### src/rtl/core_pkg.sv
// core_pkg
// Shared definitions for the core pipeline blocks (scheduler, register file,
// decoder). Holds the core_state encoding driven on the core_state bus and
// the register-file input mux selector codes.
package core_pkg;

  localparam int STATE_BITS = 3;

  // REQUEST and UPDATE codes are decoded directly by the register file,
  // so the encoding must not be reordered.
  typedef enum logic [STATE_BITS-1:0] {
    S_IDLE    = 3'b000,
    S_FETCH   = 3'b001,
    S_DECODE  = 3'b010,
    S_REQUEST = 3'b011,
    S_WAIT    = 3'b100,
    S_EXECUTE = 3'b101,
    S_UPDATE  = 3'b110,
    S_DONE    = 3'b111
  } core_state_t;

  // Register-file write-back source select, produced by the decoder.
  typedef enum logic [1:0] {
    REG_ARITHMETIC = 2'b00,
    REG_MEMORY     = 2'b01,
    REG_CONSTANT   = 2'b10
  } reg_input_mux_t;

  // An instruction touches memory if it is either a load or a store.
  function automatic logic is_mem_op(input logic rd_en, input logic wr_en);
    return rd_en | wr_en;
  endfunction

endpackage

### src/rtl/wait_timer.sv
// wait_timer
// Counts cycles spent waiting on the LSUs and flags the cycle in which the
// count reaches LIMIT.
// Ports:
//   clk       in   clock, rising edge
//   reset     in   synchronous, active-low
//   clear     in   zero the count (takes priority over count_en)
//   count_en  in   advance the count by one this cycle
//   expired   out  this counted cycle is the LIMIT-th since the last clear
module wait_timer
  import core_pkg::*;
#(
  parameter int LIMIT = 255,
  parameter int W     = $clog2(LIMIT + 1)
) (
  input  logic clk,
  input  logic reset,
  input  logic clear,
  input  logic count_en,
  output logic expired
);

  localparam logic [W-1:0] LAST = W'(LIMIT - 1);
  localparam logic [W-1:0] TOP  = W'(LIMIT);

  logic [W-1:0] count_reg;

  always_ff @(posedge clk) begin
    if (!reset) begin
      count_reg <= '0;
    end else if (clear) begin
      count_reg <= '0;
    end else if (count_en && count_reg != TOP) begin
      count_reg <= count_reg + 1'b1;
    end
  end

  // count_reg holds the number of cycles already spent, so the current
  // cycle is the LIMIT-th one when count_reg == LIMIT-1.
  assign expired = count_en && (count_reg == LAST);

endmodule

### src/rtl/core_scheduler.sv
// core_scheduler
// Per-core sequencer. Steps each instruction through
// FETCH -> DECODE -> REQUEST -> WAIT -> EXECUTE -> UPDATE, owns the program
// counter, handshakes with the fetcher and the LSUs, and reports completion
// and WAIT timeouts.
// Ports:
//   clk, reset                  clock / synchronous active-low reset
//   start                       level, launches the kernel from IDLE
//   instr_req, instr_addr       fetch request and address (= current_pc)
//   instr_valid                 fetch completion pulse
//   decoded_mem_read_enable     current instruction is a load
//   decoded_mem_write_enable    current instruction is a store
//   decoded_ret                 current instruction is RET
//   lsu_done                    all enabled LSUs finished
//   next_pc                     branch-resolved next PC, used in UPDATE
//   core_state                  state code bus
//   current_pc                  PC of the instruction in flight
//   done, error                 kernel finished / WAIT timeout abort
//   retired_count               saturating count of retired instructions
module core_scheduler
  import core_pkg::*;
#(
  parameter int PC_BITS      = 8,
  parameter int WAIT_TIMEOUT = 255,
  parameter int RETIRE_BITS  = 16
) (
  input  logic                   clk,
  input  logic                   reset,
  input  logic                   start,
  output logic                   instr_req,
  output logic [PC_BITS-1:0]     instr_addr,
  input  logic                   instr_valid,
  input  logic                   decoded_mem_read_enable,
  input  logic                   decoded_mem_write_enable,
  input  logic                   decoded_ret,
  input  logic                   lsu_done,
  input  logic [PC_BITS-1:0]     next_pc,
  output logic [2:0]             core_state,
  output logic [PC_BITS-1:0]     current_pc,
  output logic                   done,
  output logic                   error,
  output logic [RETIRE_BITS-1:0] retired_count
);

  core_state_t            state_reg;
  logic [PC_BITS-1:0]     pc_reg;
  logic                   instr_req_reg;
  logic                   done_reg;
  logic                   error_reg;
  logic [RETIRE_BITS-1:0] retired_reg;
  logic                   wait_expired;

  // The timer is held clear outside WAIT, so it always starts from zero on
  // WAIT entry and counts every WAIT cycle.
  wait_timer #(
    .LIMIT (WAIT_TIMEOUT)
  ) u_wait_timer (
    .clk      (clk),
    .reset    (reset),
    .clear    (state_reg != S_WAIT),
    .count_en (state_reg == S_WAIT),
    .expired  (wait_expired)
  );

  always_ff @(posedge clk) begin
    if (!reset) begin
      state_reg     <= S_IDLE;
      pc_reg        <= '0;
      instr_req_reg <= 1'b0;
      done_reg      <= 1'b0;
      error_reg     <= 1'b0;
      retired_reg   <= '0;
    end else begin
      case (state_reg)
        S_IDLE: begin
          if (start) begin
            state_reg     <= S_FETCH;
            instr_req_reg <= 1'b1;
          end
        end
        S_FETCH: begin
          if (instr_valid) begin
            state_reg     <= S_DECODE;
            instr_req_reg <= 1'b0;
          end
        end
        S_DECODE:  state_reg <= S_REQUEST;
        S_REQUEST: state_reg <= S_WAIT;
        S_WAIT: begin
          // Non-memory ops pass through in one cycle; for memory ops a
          // same-cycle lsu_done beats the timeout.
          if (!is_mem_op(decoded_mem_read_enable, decoded_mem_write_enable)) begin
            state_reg <= S_EXECUTE;
          end else if (lsu_done) begin
            state_reg <= S_EXECUTE;
          end else if (wait_expired) begin
            state_reg <= S_DONE;
            done_reg  <= 1'b1;
            error_reg <= 1'b1;
          end
        end
        S_EXECUTE: state_reg <= S_UPDATE;
        S_UPDATE: begin
          if (retired_reg != '1) begin
            retired_reg <= retired_reg + 1'b1;
          end
          if (decoded_ret) begin
            state_reg <= S_DONE;
            done_reg  <= 1'b1;
          end else begin
            pc_reg        <= next_pc;
            state_reg     <= S_FETCH;
            instr_req_reg <= 1'b1;
          end
        end
        S_DONE: state_reg <= S_DONE;
        default: state_reg <= S_IDLE;
      endcase
    end
  end

  assign core_state    = state_reg;
  assign current_pc    = pc_reg;
  assign instr_addr    = pc_reg;
  assign instr_req     = instr_req_reg;
  assign done          = done_reg;
  assign error         = error_reg;
  assign retired_count = retired_reg;

endmodule

### config.mk
export PLATFORM = sky130hd
export DESIGN_NAME = core_scheduler
export DESIGN_NICKNAME = d
export VERILOG_FILES = /design/src/rtl/core_pkg.sv /design/src/rtl/wait_timer.sv /design/src/rtl/core_scheduler.sv
export SDC_FILE = /design/constraint.sdc
export NUM_CORES = 1
export LEC_CHECK = 0
export CAP_MARGIN = 15
export CORE_MARGIN = 3
export CORE_UTILIZATION = 40
export DETAILED_ROUTE_END_ITERATION = 10
export PLACE_DENSITY = 0.68
export SLEW_MARGIN = 20
export SYNTH_ARGS = -nofsm -noshare
export SYNTH_HDL_FRONTEND = slang
export SYNTH_HIERARCHICAL = 1
export SYNTH_SLANG_ARGS = --single-unit
export TNS_END_PERCENT = 50
### constraint.sdc
create_clock -name clk -period 2.3 [get_ports clk]
set_clock_uncertainty 0.05 [all_clocks]
set_input_delay 0.46 -clock clk [delete_from_list [all_inputs] [get_ports clk]]
set_output_delay 0.46 -clock clk [all_outputs]
set_load 0.1 [all_outputs]
After elaboration in Yosys (flattened, before gate mapping)
Index checks and enable logic that the tools add are counted.

Output and inout bits: 38. Bits in latches: 0. Bits in writable memories: 0. Input port bits: 16. Register bits after elaboration: 38. Logic and storage cells: 60. Memories: 0. Bits in read-only memories: 0.

Add/subtract/negate cells: 2. Shift operators: 0. Divide/modulo/power cells: 0. Reductions and logical operators: 12. Magnitude comparators: 0. Equal/unequal tests: 19. Bitwise operators: 4. Muxes and demuxes: 16. $mul: 0.

Operators by type and width (count): case mux 3 bit (8 select lines) (1); 2-to-1 mux 3 bit (6); adder 16 x 1 -> 16 bit, second input constant (1); != test 16 bit, second input constant (1); != test 2 bit, second input constant (7); == test 3 bit, second input constant (4); adder 8 x 1 -> 8 bit, second input constant (1); == test 8 bit, second input constant (1); != test 8 bit, second input constant (1); AND reduction 4 bit (2); 2-to-1 mux 1 bit (7); == test 3 x 2 -> 1 bit, second input constant (2); AND reduction 5 bit (1); != test 4 bit, second input constant (1); AND reduction 2 bit (2); == test 3 x 1 -> 1 bit, second input constant (1); logical NOT 3 bit (1); != test 3 bit, second input constant (1); NOT 1 bit (3); case mux 1 bit (3 select lines) (1); AND reduction 3 bit (1); nonzero test 3 bit (1); logical AND 1 bit (2); case mux 1 bit (2 select lines) (1); 3 further kinds (3).

Logic depth before layout (Yosys ltp)
Gate-level depths: netlist of the first run.

Depth after elaboration: 6. Depth in mapped cells: 7. Gate-level depth less buffers: 5.

Hierarchy
Netlist of the first run, hierarchy kept.

By module, submodules not included: core_scheduler (instances 1, cells each 189, area each 1527.7 um^2, sequential area each 600.6 um^2); wait_timer (instances 1, cells each 51, area each 471.7 um^2, sequential area each 160.2 um^2).

Worst setup path before layout of the first run
Ideal clock, no wire load.

Path kind: reg-to-reg. From: register state_reg[2], in the netlist core_state[2]. To: register state_reg[1], in the netlist core_state[1]. Path slack: -0.358 ns. Required time: 2.155 ns. Setup time: 0.095 ns. Arrival time: 2.513 ns. Period minus slack after synthesis: 2.658 ns. Cell stages (with the launch flop): 7. Buffers on the path: 1. Cell sequence: dfxtp_1 > buf_2 > nor3b_1 > inv_1 > nor3_1 > nand2_1 > a221oi_1.

Longest elaborated chain between the ends: 4. Elaborated cells between the ends (all ways): 14. Classes of those cells: eq/ne (10); mux (1); reduce/logical (3).

RTL lines: start: declaration (line core_scheduler.sv:45) `core_state_t state_reg;`; start signal: assignment (line core_scheduler.sv:67) `state_reg <= S_IDLE;`; start signal: assignment (line core_scheduler.sv:77) `state_reg <= S_FETCH;`; start signal: assignment (line core_scheduler.sv:83) `state_reg <= S_DECODE;`; == test 3 bit (line core_scheduler.sv:61, core_scheduler.sv:74); logical AND 1 bit (line wait_timer.sv:40) `assign expired = count_en && (count_reg == LAST);`; != test 4 bit (no line); AND reduction 3 bit (no line).

Parallel ways exist; a longest one is shown, timed or not. A chain may end at the register's enable or synchronous reset.

Final worst setup path of the first run
From: register retired_reg[0], in the netlist retired_count[0]. To: register retired_reg[10], in the netlist retired_count[10].

Longest elaborated chain between the ends: 2. Elaborated cells between the ends (all ways): 3. Classes of those cells: add/sub (1); eq/ne (1); reduce/logical (1).

RTL lines: start: declaration (line core_scheduler.sv:50) `logic [RETIRE_BITS-1:0] retired_reg;`; start signal: assignment (line core_scheduler.sv:105) `retired_reg <= retired_reg + 1'b1;`; branches (longest 2 deep; another with adder 16 x 1 -> 16 bit).

Parallel ways; which one is timed is not known.

==> reports/metrics.csv, run 1 <==
metric,value,unit
"CTS clk-pin slew, worst paths",80,ps
RSZ-0062 raised after global routing,false,
Max Slew Vio Count,0,
core area,0.004786,mm^2
Synth Flop Type,dfxtp_1,
Clock Sinks,38,
CTS Hold Bufs,0,
Place WS,296.8,ps
WHS,421.4,ps
"flops & latches, synth",38,
I/O Buffers,53,
post-route ant nets,0,
synthesized cell area,0.001999,mm^2
CP max stage delay,530,ps
Starting Density,41.78,%
synth unique cells,52,
Ys Warns,6,
number of flip-flops in the largest register,16,
Critical Path AT,2050,ps
"Clk Latency, worst-skew pair",300,ps
fraction of registers with async set/reset,0,%
post-route setup TNS,0,ps
Mapped Nets,259,
critical path cell sequence,"ha_1, nand3_1, or3_2, o31a_1, o21a_1",
sequential area share after synthesis,38.05,%
layout cells sized above 1,28.32,%
"area leader, netlist",dfxtp_1,
dominant cells by area after synthesis,"dfxtp_1, nand2_1, a21oi_1, nand3_1, buf_4",
CP startpoint kind,flip-flop,
Setup crit end kind,flip-flop,
Mapped Cells,240,
Clock Path Buffers,2,
Layout Nets,304,
part of the cycle the worst path needs,82.86,%
"Max stage delay cell, worst path",or3_2,
number of synthesized flops with an enable pin,0,
IO Count,54,
post-CTS resize count,0,
CTS tree,yes,
largest net degree at the start of global routing,24,
fmax,524.7,MHz
H-Tree Depth,2,
number of post-CTS setup repair buffers,0,
# diodes,0,
HP Class,reg2reg,
Setup WS post-layout,394.2,ps
Via density,5.414,
vias,1911,
GRT overflow,0,
Die Footprint,0.005883,mm^2
Layout Cells excl Fill,353,
initial antenna violation count,0,
minimum clock period,1906,ps
Leak Pwr,0.9339,nW
first-pass iteration count of the detailed router,4,
maximum vdd drop,0.2392,mV
detailed placement HPWL,3528,um
crit path kind,reg2reg,
required time of the critical path,2440,ps
final hold vios,0,
max cap viols,0,
Tightest Pin Transition,752.3,ps
crit path max fanout,6,
vias in the first global route,1790,
internal reg-to-reg setup slack,390,ps
initial drt markers,131,
status,finished clean,
placed instance count,345,
gr usage total,16.90,%
Routed WL,4855,um
Num CTS Buffers,5,
pwr dens,509.0,mW/mm^2
# rows,25,
global-route wire length before repair,8252,um
top-area cell type share of the netlist area,38.05,%
Mapped Avg Cell Area,8.331,um^2
Layout Utilization,53.44,%
setup violators final,0,
die height,76.70,um
Slew headroom,49.79,%
DRC,0,
Area growth syn-to-layout,27.91,%
width of the die,76.70,um
Root Driver,clkbuf_8,
Final Wtd Congestion,0.7895,
Routed WL per cell,13.75,um
power by group:
group | internal (mW) | switching [mW] | leakage [nW]
logic | 0.0521 | 0.0889 | 0.572
registers | 0.665 | 0.0146 | 0.314
clock network | 0.242 | 0.239 | 0.0482
total | 0.959 | 0.342 | 0.934
through the flow:
stage | total power [mW] | area [um^2]
floorplan | 0.7891 | 2017
global placement | 0.8369 | 2466
detailed placement | 0.8374 | 2466
CTS | 1.317 | 2557
global route | 1.355 | 2557
finish | 1.302 | 2557
logic make-up (layout without fill, tap and decap cells):
group / after synthesis / count (layout) / share of synthesized area, %
multiplexers: 5 / 5 / 2.503
buffers and inverters: 25 / 71 / 6.633
AND/OR/NAND/NOR: 110 / 110 / 30.41
AO/OA/AOI/OAI: 58 / 58 / 20.09
XOR/XNOR: 1 / 1 / 0.4381
flip-flops: 38 / 38 / 38.05
adder cells (fa/ha/maj): 3 / 3 / 1.878
cells in the mapped netlist, drive strengths merged, types with 2 or more instances:
cell type  number
dfxtp          38
nand2          36
a21oi          22
buf            14
nand3          13
nor3           10
nor2            7
a211oi          6
clkbuf          6
nand2b          6
nor4            6
o31ai           6
and4            5
inv             5
mux2i           5
o21ai           5
or3             5
or4             5
nand4           4
a31oi           3
and3            3
ha              3
a21o            2
a311oi          2
a41oi           2
and2            2
nor2b           2
o211a           2
o21a            2
per-layer routing:
metal	share of wire [%]	wire, um	vias to the layer above	track usage, %
li1	-	-	962	-
met1	47	2265	886	21.34
met2	45	2169	56	27.44
met3	7.6	370	7	5.751
met4	1.0	49	0	4.529
met5	0	0	-	0
placed cells by master, fill, tap and decap left out, types with 2 or more instances in the layout:
cell and instances:
a41oi_1 2, nand3_1 13, buf_4 43, or3_2 2
a211oi_1 5, dfxtp_1 24, clkdlybuf4s50_1 15, dfxtp_2 14
and4_4 3, a21oi_1 21, mux2i_1 5, nand2_1 36
o31ai_1 6, o21ai_0 5, and2_1 2, o211a_1 2
nor2b_1 2, inv_1 5, and3_2 2, ha_1 3
nor3_1 10, a31oi_1 3, nand2b_1 6, nor4_1 5
o21a_1 2, clkbuf_8 6, or4_1 4, a21o_1 2
nor2_1 7, nand4_1 3, or3_1 3, and4_1 2
critical path, delay by kind of cell, from the launching register on:
family | cells | cell delay, ps
compound gates | 2 | 500
fa+ha+maj | 1 | 210
flops | 1 | 380
simple gates | 2 | 670
worst paths after layout:
kind / startpoint / end / cells past startpoint
hold / removal: current_pc[3]$_SDFFE_PN0P_ / current_pc[3]$_SDFFE_PN0P_ / 2
setup reg to reg: retired_count[0]$_SDFFE_PN0P_ / retired_count[10]$_SDFFE_PN0P_ / 5
setup / recovery: retired_count[0]$_SDFFE_PN0P_ / retired_count[10]$_SDFFE_PN0P_ / 5
hold reg to reg: current_pc[3]$_SDFFE_PN0P_ / current_pc[3]$_SDFFE_PN0P_ / 2
cell type report:
cell class	count	area (um^2)
flip-flops and latches	38	778.2
clock inverters	1	5.005
fillers	508	2228
multi-input cells	177	1112
clock buffers	7	86.33
repair buffers	58	473.0
well taps	67	83.83
inverters	5	18.77
Power figures use the tool's default switching activity.
==> run 2: changes to the inputs <==
PLACE_DENSITY = 0.71   (was 0.68)
clock period = 1.7 ns   (was 2.3 ns; I/O delays follow)
==> run 2 against run 1 <==
Global-route usage increased by 0.31 points; highest routed layer unchanged; largest power group is now clock; critical path depth increased by 1; die area unchanged; critical endpoint is now retired_count[7]$_SDFFE_PN0P_; largest cell class unchanged.
==> reports/metrics.csv, run 2 (same netlist as run 1, synthesis figures left out) <==
metric,value,unit,change
"Max stage delay cell, worst path",or4_1,,
first-pass iteration count of the detailed router,4,,unchanged
vias in the first global route,1840,,+2.8%
HP Class,reg2reg,,
initial drt markers,96,,-27%
core area,0.004786,mm^2,unchanged
Setup WS post-layout,39.09,ps,-355.1 ps
vias,2006,,+5.0%
IO Count,54,,unchanged
DRC,0,,unchanged
number of flip-flops in the largest register,16,,unchanged
Leak Pwr,1.218,nW,+30%
post-route setup TNS,0,ps,unchanged
pwr dens,599.2,mW/mm^2,+18%
Num CTS Buffers,5,,unchanged
H-Tree Depth,2,,unchanged
I/O Buffers,53,,unchanged
fmax,602.1,MHz,+15%
detailed placement HPWL,3839,um,+8.8%
CTS tree,yes,,
Critical Path AT,1830,ps,-220 ps
part of the cycle the worst path needs,97.70,%,+15 points
Via density,5.364,,-0.92%
GRT overflow,0,,unchanged
maximum vdd drop,0.4405,mV,+84%
Final Wtd Congestion,0.8817,,+12%
initial antenna violation count,0,,unchanged
setup violators final,0,,unchanged
Slew headroom,72.62,%,+23 points
Layout Nets,325,,+6.9%
internal reg-to-reg setup slack,40,ps,-360 ps
status,finished clean,,
Setup crit end kind,flip-flop,,
most frequent cells in the layout,"buf_12, nand2_1, buf_4",,
die height,76.70,um,unchanged
# diodes,0,,unchanged
crit path max fanout,6,,unchanged
CTS Hold Bufs,0,,unchanged
Root Driver,clkbuf_8,,
width of the die,76.70,um,unchanged
Routed WL,4936,um,+1.7%
CP startpoint kind,flip-flop,,
Place WS,-13.55,ps,-310.4 ps
post-route ant nets,0,,unchanged
minimum clock period,1661,ps,-244.9 ps
Area growth syn-to-layout,69.77,%,
critical path cell sequence,"ha_4, nand4_1, nor4_4, buf_4, or4_1, a21oi_1",,
max cap viols,0,,unchanged
final hold vios,0,,unchanged
gr usage total,17.21,%,+0.31 points
RSZ-0062 raised after global routing,true,,
required time of the critical path,1860,ps,-580 ps
Clock Path Buffers,2,,unchanged
global-route wire length before repair,8542,um,+3.5%
"CTS clk-pin slew, worst paths",80,ps,about the same
# rows,25,,unchanged
largest net degree at the start of global routing,14,,-42%
crit path kind,reg2reg,,
layout cells sized above 1,39.74,%,+11 points
Power Total,2.034,mW,+56%
Starting Density,41.78,%,unchanged
Clock Sinks,38,,unchanged
"Clk Latency, worst-skew pair",280,ps,-20 ps
Die Footprint,0.005883,mm^2,unchanged
Routed WL per cell,13.20,um,-4.0%
Max Slew Vio Count,0,,unchanged
"most common cell after layout, fill and taps aside",buf_12,,
Tightest Pin Transition,407.5,ps,-344.8 ps
CP max stage delay,470,ps,-60 ps
-- run 2: cell count changes in the layout (fill, tap and decap cells not counted), moves of 5 or more --
cell / previous run / this run
buf_12: 0 / 38
buf_4: 43 / 25
dfxtp_2: 14 / 0
dfxtp_4: 0 / 19
dfxtp_1: 24 / 19
-- run 2: through the flow --
step	instance area (um^2)	util [%]	std cells	hold WS (ps)
2_1_floorplan	2148	-	240	407.4
3_3_place_gp	3199	66.85	365	432.1
3_5_place_dp	3199	66.85	365	434.6
4_1_cts	3346	69.91	373	446.3
5_1_grt	3395	70.93	374	469.9
6_report	3395	70.93	374	445.1
-- run 2: worst max-delay path, delay by kind of cell, from the launching register on --
family / cells / cell delay [ps]
AO/OA/AOI/OAI: 1 / 140
adder cells (fa/ha/maj): 1 / 170
buffers and inverters: 1 / 170
flip-flops: 1 / 380
AND/OR/NAND/NOR: 3 / 680
-- run 2: per-layer routing --
metal  GRT usage (%)  routed length (um)  share of wire [%]  vias up
li1                -                   -                  -     1015
met1           22.38                2256                 46      920
met2           27.87                2328                 47       67
met3           4.812                 311                6.3        4
met4           4.710                  40               0.81        0
met5               0                   0                  0        -
-- run 2: area by class of cell --
cell class	count	area, um^2
Fill cell	364	1391
Multi-Input combinational cell	177	1212
Timing Repair Buffer	79	1110
Sequential cell	38	832.0
Clock buffer	7	107.6
Tap cell	67	83.83
Clock inverter	1	30.03
Inverter	5	18.77
-- run 2: final timing paths --
kind                                                     start                             end  cells past startpoint
worst max-delay path             retired_count[0]$_SDFFE_PN0P_   retired_count[7]$_SDFFE_PN0P_                      6
worst min-delay path            retired_count[14]$_SDFFE_PN0P_  retired_count[14]$_SDFFE_PN0P_                      1
worst max register to register   retired_count[0]$_SDFFE_PN0P_   retired_count[7]$_SDFFE_PN0P_                      6
worst min register to register  retired_count[14]$_SDFFE_PN0P_  retired_count[14]$_SDFFE_PN0P_                      1
-- run 2: repair_timing --
action | 4_1_cts | 5_1_grt
pin swaps | 0 | 8
setup endpoints to repair | 1 | 8
buffers inserted | 0 | 1
resized for setup | 1 | 9
-- run 2: power by group --
part / total (mW) / leakage, nW / internal, mW / switching, mW
sequential: 0.887 / 0.322 / 0.874 / 0.0130
clock: 0.890 / 0.0696 / 0.567 / 0.324
combinational: 0.257 / 0.827 / 0.113 / 0.144
total: 2.03 / 1.22 / 1.55 / 0.480
==> run 3: changes to the inputs <==
CORE_ASPECT_RATIO = 2   (was not set)
SLEW_MARGIN = 5   (was 20)
==> run 3 against run 2 <==
Sequential share of layout area fell by 0.58 points; first-iteration DRC count fell by 60%; global-route usage rose by 2.2 points; die area rose by 0.87%; clock-buffer cell count fell by 1; power fell by 9.4%; flip-flop and latch count did not move; maximum frequency fell by 0.90%; sequential power barely moved; critical endpoint is now retired_count[4]$_SDFFE_PN0P_; largest cell class is now buffers.
==> reports/metrics.csv, run 3 (same netlist as run 1, synthesis figures left out) <==
metric,value,unit,change
# diodes,0,,unchanged
crit path max fanout,8,,+2
detailed placement HPWL,4499,um,+17%
footprint of the multi-input gates,0.001202,mm^2,-0.83%
global-route wire length before repair,9446,um,+11%
Final Wtd Congestion,0.9045,,+2.6%
GRT overflow,0,,unchanged
"Clk Latency, worst-skew pair",290,ps,about the same
DRC,0,,unchanged
vias in the first global route,2102,,+14%
status,finished clean,,
I/O Buffers,53,,unchanged
"Design Area, Final",0.003477,mm^2,+2.4%
required time of the critical path,1860,ps,about the same
most frequent cells in the layout,"buf_4, buf_12, nand2_1",,
Area growth syn-to-layout,73.90,%,
Clk pwr share,38.0,%,-5.8 points
gr usage total,19.43,%,+2.2 points
switching share of power,25.92,%,+2.3 points
Critical Path AT,1840,ps,about the same
RSZ-0062 raised after global routing,true,,
layout cells sized above 1,42.64,%,+2.9 points
Layout Nets,344,,+5.8%
pwr dens,529.7,mW/mm^2,-12%
"most common cell after layout, fill and taps aside",buf_4,,
max cap viols,0,,unchanged
Clock Path Buffers,2,,unchanged
CP startpoint kind,flip-flop,,
Num CTS Buffers,5,,unchanged
post-route setup TNS,0,ps,unchanged
Root Driver,clkbuf_8,,
initial antenna violation count,0,,unchanged
Hold Crit Depth,2,,+1
"CTS clk-pin slew, worst paths",70,ps,about the same
Buf/Inv on CP,1,,unchanged
Tightest Pin Transition,431.2,ps,+23.70 ps
Internal,1.365,mW,-12%
fillers,340,,-6.6%
"Max stage delay cell, worst path",or4_4,,
largest net degree at the start of global routing,24,,+10
number of flip-flops in the largest register,16,,unchanged
post-route ant nets,0,,unchanged
IO Count,54,,unchanged
CTS Hold Bufs,0,,unchanged
vias,2146,,+7.0%
Slew headroom,71.04,%,-1.6 points
initial drt markers,38,,-60%
# rows,35,,+40%
fmax,596.7,MHz,-0.90%
part of the cycle the worst path needs,98.59,%,+0.89 points
"delay-heaviest family, CP",simple AND/OR/NAND/NOR gates,,
CP max stage delay,480,ps,about the same
worst r2r path cells,6,,unchanged
Die Footprint,0.005934,mm^2,+0.87%
Logic pwr share,13.8,%,+1.2 points
sequential power share,48.2,%,+4.6 points
Starting Density,42.28,%,+0.50 points
Clock Sinks,38,,unchanged
Routed WL,5778,um,+17%
Via density,5.633,,+5.0%
Routed WL per cell,15.17,um,+15%
crit path kind,reg2reg,,
final hold vios,0,,unchanged
CP Depth,6,,unchanged
first-pass iteration count of the detailed router,4,,unchanged
minimum clock period,1676,ps,+15.11 ps
Setup crit end kind,flip-flop,,
Max Slew Vio Count,0,,unchanged
CTS tree,yes,,
placed cell area,0.003327,mm^2,+4.0%
setup violators final,0,,unchanged
Psw,477.4,uW,-0.57%
core area,0.004730,mm^2,-1.2%
Leak Pwr,1.298,nW,+6.6%
critical path cell sequence,"ha_4, nand4_1, nor4_4, buf_4, or4_4, a21oi_2",,
width of the die,55.99,um,-27%
Seq. cell area,832.0,um^2,unchanged
maximum vdd drop,0.5080,mV,+15%
HP Class,reg2reg,,
die height,106.0,um,+38%
H-Tree Depth,2,,unchanged
## run 3: power by group through the flow
stage                     registers, mW  logic (mW)  clock network (mW)
final                             0.888       0.255               0.699
after global routing              0.890       0.271               0.757
after CTS                         0.888       0.254               0.714
after detailed placement          0.908       0.253                   0
after global placement            0.907       0.250                   0
after floorplan                   0.974      0.0767                   0
## run 3: per-layer routing
layer	part of all wire (%)	wire (um)	track usage (%)
met1	35	2003	18.29
met4	2.9	170	9.338
met2	59	3433	38.61
met5	0	0	0
met3	3.0	171	3.159
## run 3: worst paths after layout
check | start | end | slack, ps
worst max-delay path | retired_count[0]$_SDFFE_PN0P_ | retired_count[4]$_SDFFE_PN0P_ | 20
worst min-delay path | u_wait_timer/count_reg[5]$_SDFFE_PP0P_ | u_wait_timer/count_reg[5]$_SDFFE_PP0P_ | 490
worst min register to register | u_wait_timer/count_reg[5]$_SDFFE_PP0P_ | u_wait_timer/count_reg[5]$_SDFFE_PP0P_ | 490
worst max register to register | retired_count[0]$_SDFFE_PN0P_ | retired_count[4]$_SDFFE_PN0P_ | 20
## run 3: timing repair
item	in CTS	in global routing
gates resized for setup	1	7
hold endpoints to repair	0	0
pin swaps	1	2
cloned	0	0
setup endpoints to repair	7	8
setup buffers	0	1
## run 3: final cells by class
cell class,count,area share [%]
clock buffers,6,2.699
repair buffers,98,35.91
flip-flops and latches,38,23.93
multi-input cells,177,34.58
well taps,55,1.979
clock inverters,2,0.3598
inverters,5,0.5398
## run 3: per-stage QoR
step,worst slack [ps],hold slack [ps],util [%],instances,total power [mW]
floorplan,-110.7,407.4,-,240,1.051
global placement,-17.55,449.2,70.34,372,1.158
detailed placement,-81.57,469.6,70.34,372,1.161
CTS,18.51,482.5,72.78,380,1.856
global route,-78.65,497.5,73.52,381,1.918
finish,23.98,488.3,73.52,381,1.842
## run 3: worst reg2reg max path, stage by stage (launching register included)
cell and delay (ps):
dfxtp_4 370, ha_4 150, nand4_1 150, nor4_4 80
buf_4 170, or4_4 480, a21oi_2 160
==> patch 1, RTL diff (config.mk and constraints of run 3) <==
Change the parameter `RETIRE_BITS` from 16 to 20.
--- a/src/rtl/core_scheduler.sv
+++ b/src/rtl/core_scheduler.sv
@@ -23,5 +23,5 @@
   parameter int PC_BITS      = 8,
   parameter int WAIT_TIMEOUT = 255,
-  parameter int RETIRE_BITS  = 16
+  parameter int RETIRE_BITS  = 20
 ) (
   input  logic                   clk,
Ports: changed (resized retired_count); port bits go from 54 to 58. No check against the original RTL was run, so the function may have changed too.
==> patch 1 against run 3 <==
The run now ends with setup timing left; sequential power is 10% higher; synthesized area grew 14%; design area grew 7.9%; routed wire length rose by 9.1%; sequential cell count grew 4; global-route usage grew 0.061 points; worst setup slack got worse by 0.025 ns; power increased by 9.7%; critical path type unchanged; critical endpoint is now u_wait_timer/count_reg[3]; largest cell class is now multi-input combinational cells; largest power group unchanged.
==> patch 1: results (changes against run 3) <==
- Syn nets: 285 (+10%)
- Comb power frac: 17.8% (+4.0 points)
- Layout clock area frac: 2.50% (-0.56 points)
- Met3 usage in global routing: 3.11% (-0.052 points)
- Vias in the first global route: 2,164 (+2.9%)
- PnR worst setup slack: -0.00106 ns (-0.0250 ns)
- Final nets: 363 (+5.5%)
- M1 wire length: 2210 um (+10%)
- Filler cell count: 413 (+21%)
- Switch share: 28.4% (+2.4 points)
- Synth top area cells: dfxtp_1 (37%), nand2_1 (7.1%), mux2i_1 (5.3%)
- Clk sinks: 42 (+11%)
- Place WS: 0.0206 ns (+0.102 ns)
- First-pass GRT wire length: 10,100 um (+6.6%)
- Worst hold path class: reg2reg
- Reg power frac: 48.4% (+0.2 points)
- DR vias/cell: 5.60 (-0.67%)
- Met3 routed WL: 196 um (+15%)
- DP HPWL: 4830 um (+7.4%)
- Multi-input gate area: 1380 um^2 (+15%)
- Met2 wire length: 3720 um (+8.3%)
- Met1 usage: 20.4% (+2.1 points)
- Least-Margin Pin Slew: 0.347 ns (-0.0838 ns)
- GRT Overall Usage: 19.5% (+0.061 points)
- Final setup fails: 1 (+1)
- Total routed wirelength: 6310 um (+9.1%)
- I/O Buffers: 57 (+7.5%)
- Largest net degree at the start of global routing: 22 (-8.3%)
- Seq. cell area: 927 um^2 (+11%)
- Synth cell types: 54 (+3.8%)
- LEAKAGE: 1.39 nW (+6.8%)
- Post-synth top cells: nand2_1 (43), dfxtp_1 (42), a21oi_1 (21), o21ai_0 (16), mux2i_1 (12)
- Worst Path Max Fanout: 7 (-1)
- Max reg flops: 20 (+4)
- Clk buf depth: 2 (unchanged)
- Signal buffers share of area: 33.4% (-2.5 points)
- Layout cell share with drive strength beyond 1: 41.4% (-1.2 points)
- GRT met2 Usage: 35.7% (-2.9 points)
- Multi-input gates: 198 (+12%)
- Bufs w/o clock: 92 (-6.1%)
- Clock root cell: clkbuf_8
- Cells on worst reg2reg path: 6 (unchanged)
- Layout clock buffer count: 6 (unchanged)
- DR iter-0 viols: 69 (+82%)
- Violated checks: setup timing
- Status: finished, violations left
- CP max stage delay: 0.43 ns (-0.05 ns)
- Final GP Congestion: 0.784 (-13%)
==> patch 1: worst paths after layout <==
path,start,endpoint,slack [ns]
worst min-delay path,retired_count[1],retired_count[1],0.47
worst max-delay path,core_state[0],u_wait_timer/count_reg[3],-0.001
worst max register to register,core_state[0],u_wait_timer/count_reg[3],-0.001
worst min register to register,retired_count[1],retired_count[1],0.47
==> patch 1: per-stage QoR <==
step                      area, um^2  hold WS, ns  cells  setup TNS [ns]  power, W
after floorplan                 2440        0.426    266           -2.21   0.00121
after global placement          3590        0.441    393               0   0.00135
after detailed placement        3590        0.446    393               0   0.00135
after CTS                       3690        0.466    401               0   0.00202
after global routing            3750        0.483    405         -0.0506   0.00209
final                           3750        0.466    405        -0.00106   0.00202
==> patch 1: cell families after synthesis <==
logic type                 synth area share [%]
xor gates and xnor gates                  0.386
muxes                                      5.79
adders and majority gates                  1.65
and+or+nand+nor                            27.9
DFF                                        37.0
buffers and inverters                      6.84
AOI/OAI and AO/OA                          20.3
==> patch 2, RTL diff (settings of run 3) <==
Made on the original files. Reset style: asynchronous (`reset`), changed in 2 clocked blocks. Comments in the files are not updated.
--- a/src/rtl/wait_timer.sv
+++ b/src/rtl/wait_timer.sv
@@ -26,5 +26,5 @@
   logic [W-1:0] count_reg;
 
-  always_ff @(posedge clk) begin
+  always_ff @(posedge clk or negedge reset) begin
     if (!reset) begin
       count_reg <= '0;
--- a/src/rtl/core_scheduler.sv
+++ b/src/rtl/core_scheduler.sv
@@ -63,5 +63,5 @@
   );
 
-  always_ff @(posedge clk) begin
+  always_ff @(posedge clk or negedge reset) begin
     if (!reset) begin
       state_reg     <= S_IDLE;
Check against the original RTL: differs if reset is asserted again (counterexample within 4 cycles, from zero or initial values and one cycle with reset low); with reset held inactive, the same outputs for 10 cycles.
==> patch 2 against run 3 <==
The run now ends with setup timing left; routed wire length decreased by 12%; sequential cell count stayed put; via count decreased by 21%; synthesized area increased by 1.1%; worst setup slack got worse by 0.19 ns; sequential share of layout area up 4.4 points; design area increased by 2.7%; synthesized cell count is 25% lower; critical path type unchanged; critical endpoint is now core_state[0].
Power is left out: it rests on default switching activity, and per cell area and clock period it moved more than threefold.
==> patch 2: results (changes against run 3) <==
- Status: finished, violations left
- Violated checks: setup timing
- Final nets: 283 (-18%)
- # diodes: 0 (unchanged)
- Slowest stage cell, crit path: dfrtp_4
- Total routed wirelength: 5110 um (-12%)
- Final GP Congestion: 0.827 (-8.6%)
- Cells on worst reg2reg path: 7 (+1)
- Final setup fails: 15 (+15)
- DR iter-0 viols: 32 (-16%)
- Post-synth top cells: dfrtp_1 (38), xor2_1 (15), nor2_1 (10), nor3_1 (10), nand2_1 (9)
- Place WS: -0.146 ns (-0.0642 ns)
- Mapped Avg Cell Area: 11.2 um^2 (+34%)
- Skew-Pair Late Insertion Delay: 0.29 ns (about the same)
- I/O Buffers: 53 (unchanged)
- Largest net degree at the start of global routing: 39 (+63%)
- DP HPWL: 3860 um (-14%)
- Worst Path Arrival: 1.99 ns (+0.15 ns)
- Max reg flops: 16 (unchanged)
- First-pass GRT wire length: 8200 um (-13%)
- Synth cell types: 43 (-17%)
- Hold Path Cell Cnt: 1 (-1)
- Area fraction of the dominant cell type after synthesis: 47.1% (+9.0 points)
- GRT Overall Usage: 17.4% (-2.1 points)
- Total CTS buffers: 5 (unchanged)
- Async set-reset flop share out of synthesis: 100% (+100 points)
- Clk buf depth: 2 (unchanged)
- DR vias/cell: 5.27 (-6.4%)
- WL/cell: 15.9 um (+4.6%)
- Synth Warn #: 6 (unchanged)
- Clock H-tree levels: 2 (unchanged)
- Worst hold path class: reg2reg
- Clock root cell: clkbuf_8
- Max transition margin: 78.7% (+7.7 points)
- Initial antenna violation count: 0 (unchanged)
- CP max stage delay: 0.47 ns
- Layout cell share with drive strength beyond 1: 54.7% (+12 points)
- PnR worst setup slack: -0.165 ns (-0.189 ns)
- Syn nets: 200 (-23%)
- Vias in the first global route: 1,784 (-15%)
- Placed instance count: 312 (-16%)
- Worst Path Max Fanout: 4 (-4)
- Register area share after synthesis: 47.1% (+9.0 points)
- Synth top area cells: dfrtp_1 (47%), xor2_1 (6.5%), mux2_2 (4.5%)
patch 2: path summary, 6_finish.rpt:
kind                                  start                end  slack [ns]
min in group asynchronous             reset  retired_count[13]        0.49
max in group asynchronous             reset      core_state[1]        0.87
min                        retired_count[2]   retired_count[2]        0.45
max                           core_state[0]      core_state[0]       -0.16
min reg2reg                retired_count[2]   retired_count[2]        0.45
max reg2reg                   core_state[0]      core_state[0]       -0.16
patch 2: routing by layer:
layer  share of wire (%)  GRT usage, %  up-vias
li1                    -             -      799
met1                  35          16.8      847
met2                  60          34.8       40
met3                 2.9          2.67       12
met4                 2.7          6.96        0
met5                   0             0        -
patch 2: through the flow:
stage / area (um^2) / TNS, ns / hold slack (ns)
finish: 3570 / -0.980 / 0.447
global placement: 3340 / -0.373 / 0.275
detailed placement: 3340 / -0.736 / 0.276
global route: 3570 / -2.79 / 0.458
floorplan: 2190 / -8.11 / -0.00559
CTS: 3480 / -0.791 / 0.449
patch 2: repair_timing:
| item | CTS | global route |
|---|---|---|
| endpoints found under the hold margin | 38 | 0 |
| hold buffers | 1 | 0 |
| buffers inserted | 0 | 1 |
| pin swaps | 5 | 11 |
| gates resized for setup | 7 | 18 |
| endpoints found under the setup margin | 21 | 34 |
patch 2: cells by family after synthesis:
logic type,share of synthesized area (%)
mux,8.24
compound gates,7.00
simple gates,23.3
buf+inv,6.01
fa+ha+maj,1.86
xor+xnor,6.50
flops,47.1
patch 2: cell type report:
class                   count  area [um^2]
fillers                   326         1290
clock buffers               7         86.3
multi-input cells         123         1150
well taps                  57         71.3
flip-flops and latches     38         1010
repair buffers             88         1210
clock inverters             1         5.00
inverters                   8         32.5
patch 2: worst max-delay path: cells and delay by family (launching register included):
kind / cells / cell delay [ns]
and+or+nand+nor: 3 / 0.78
buffers and inverters: 2 / 0.10
muxes: 1 / 0.12
AOI/OAI and AO/OA: 1 / 0.23
DFF: 1 / 0.47
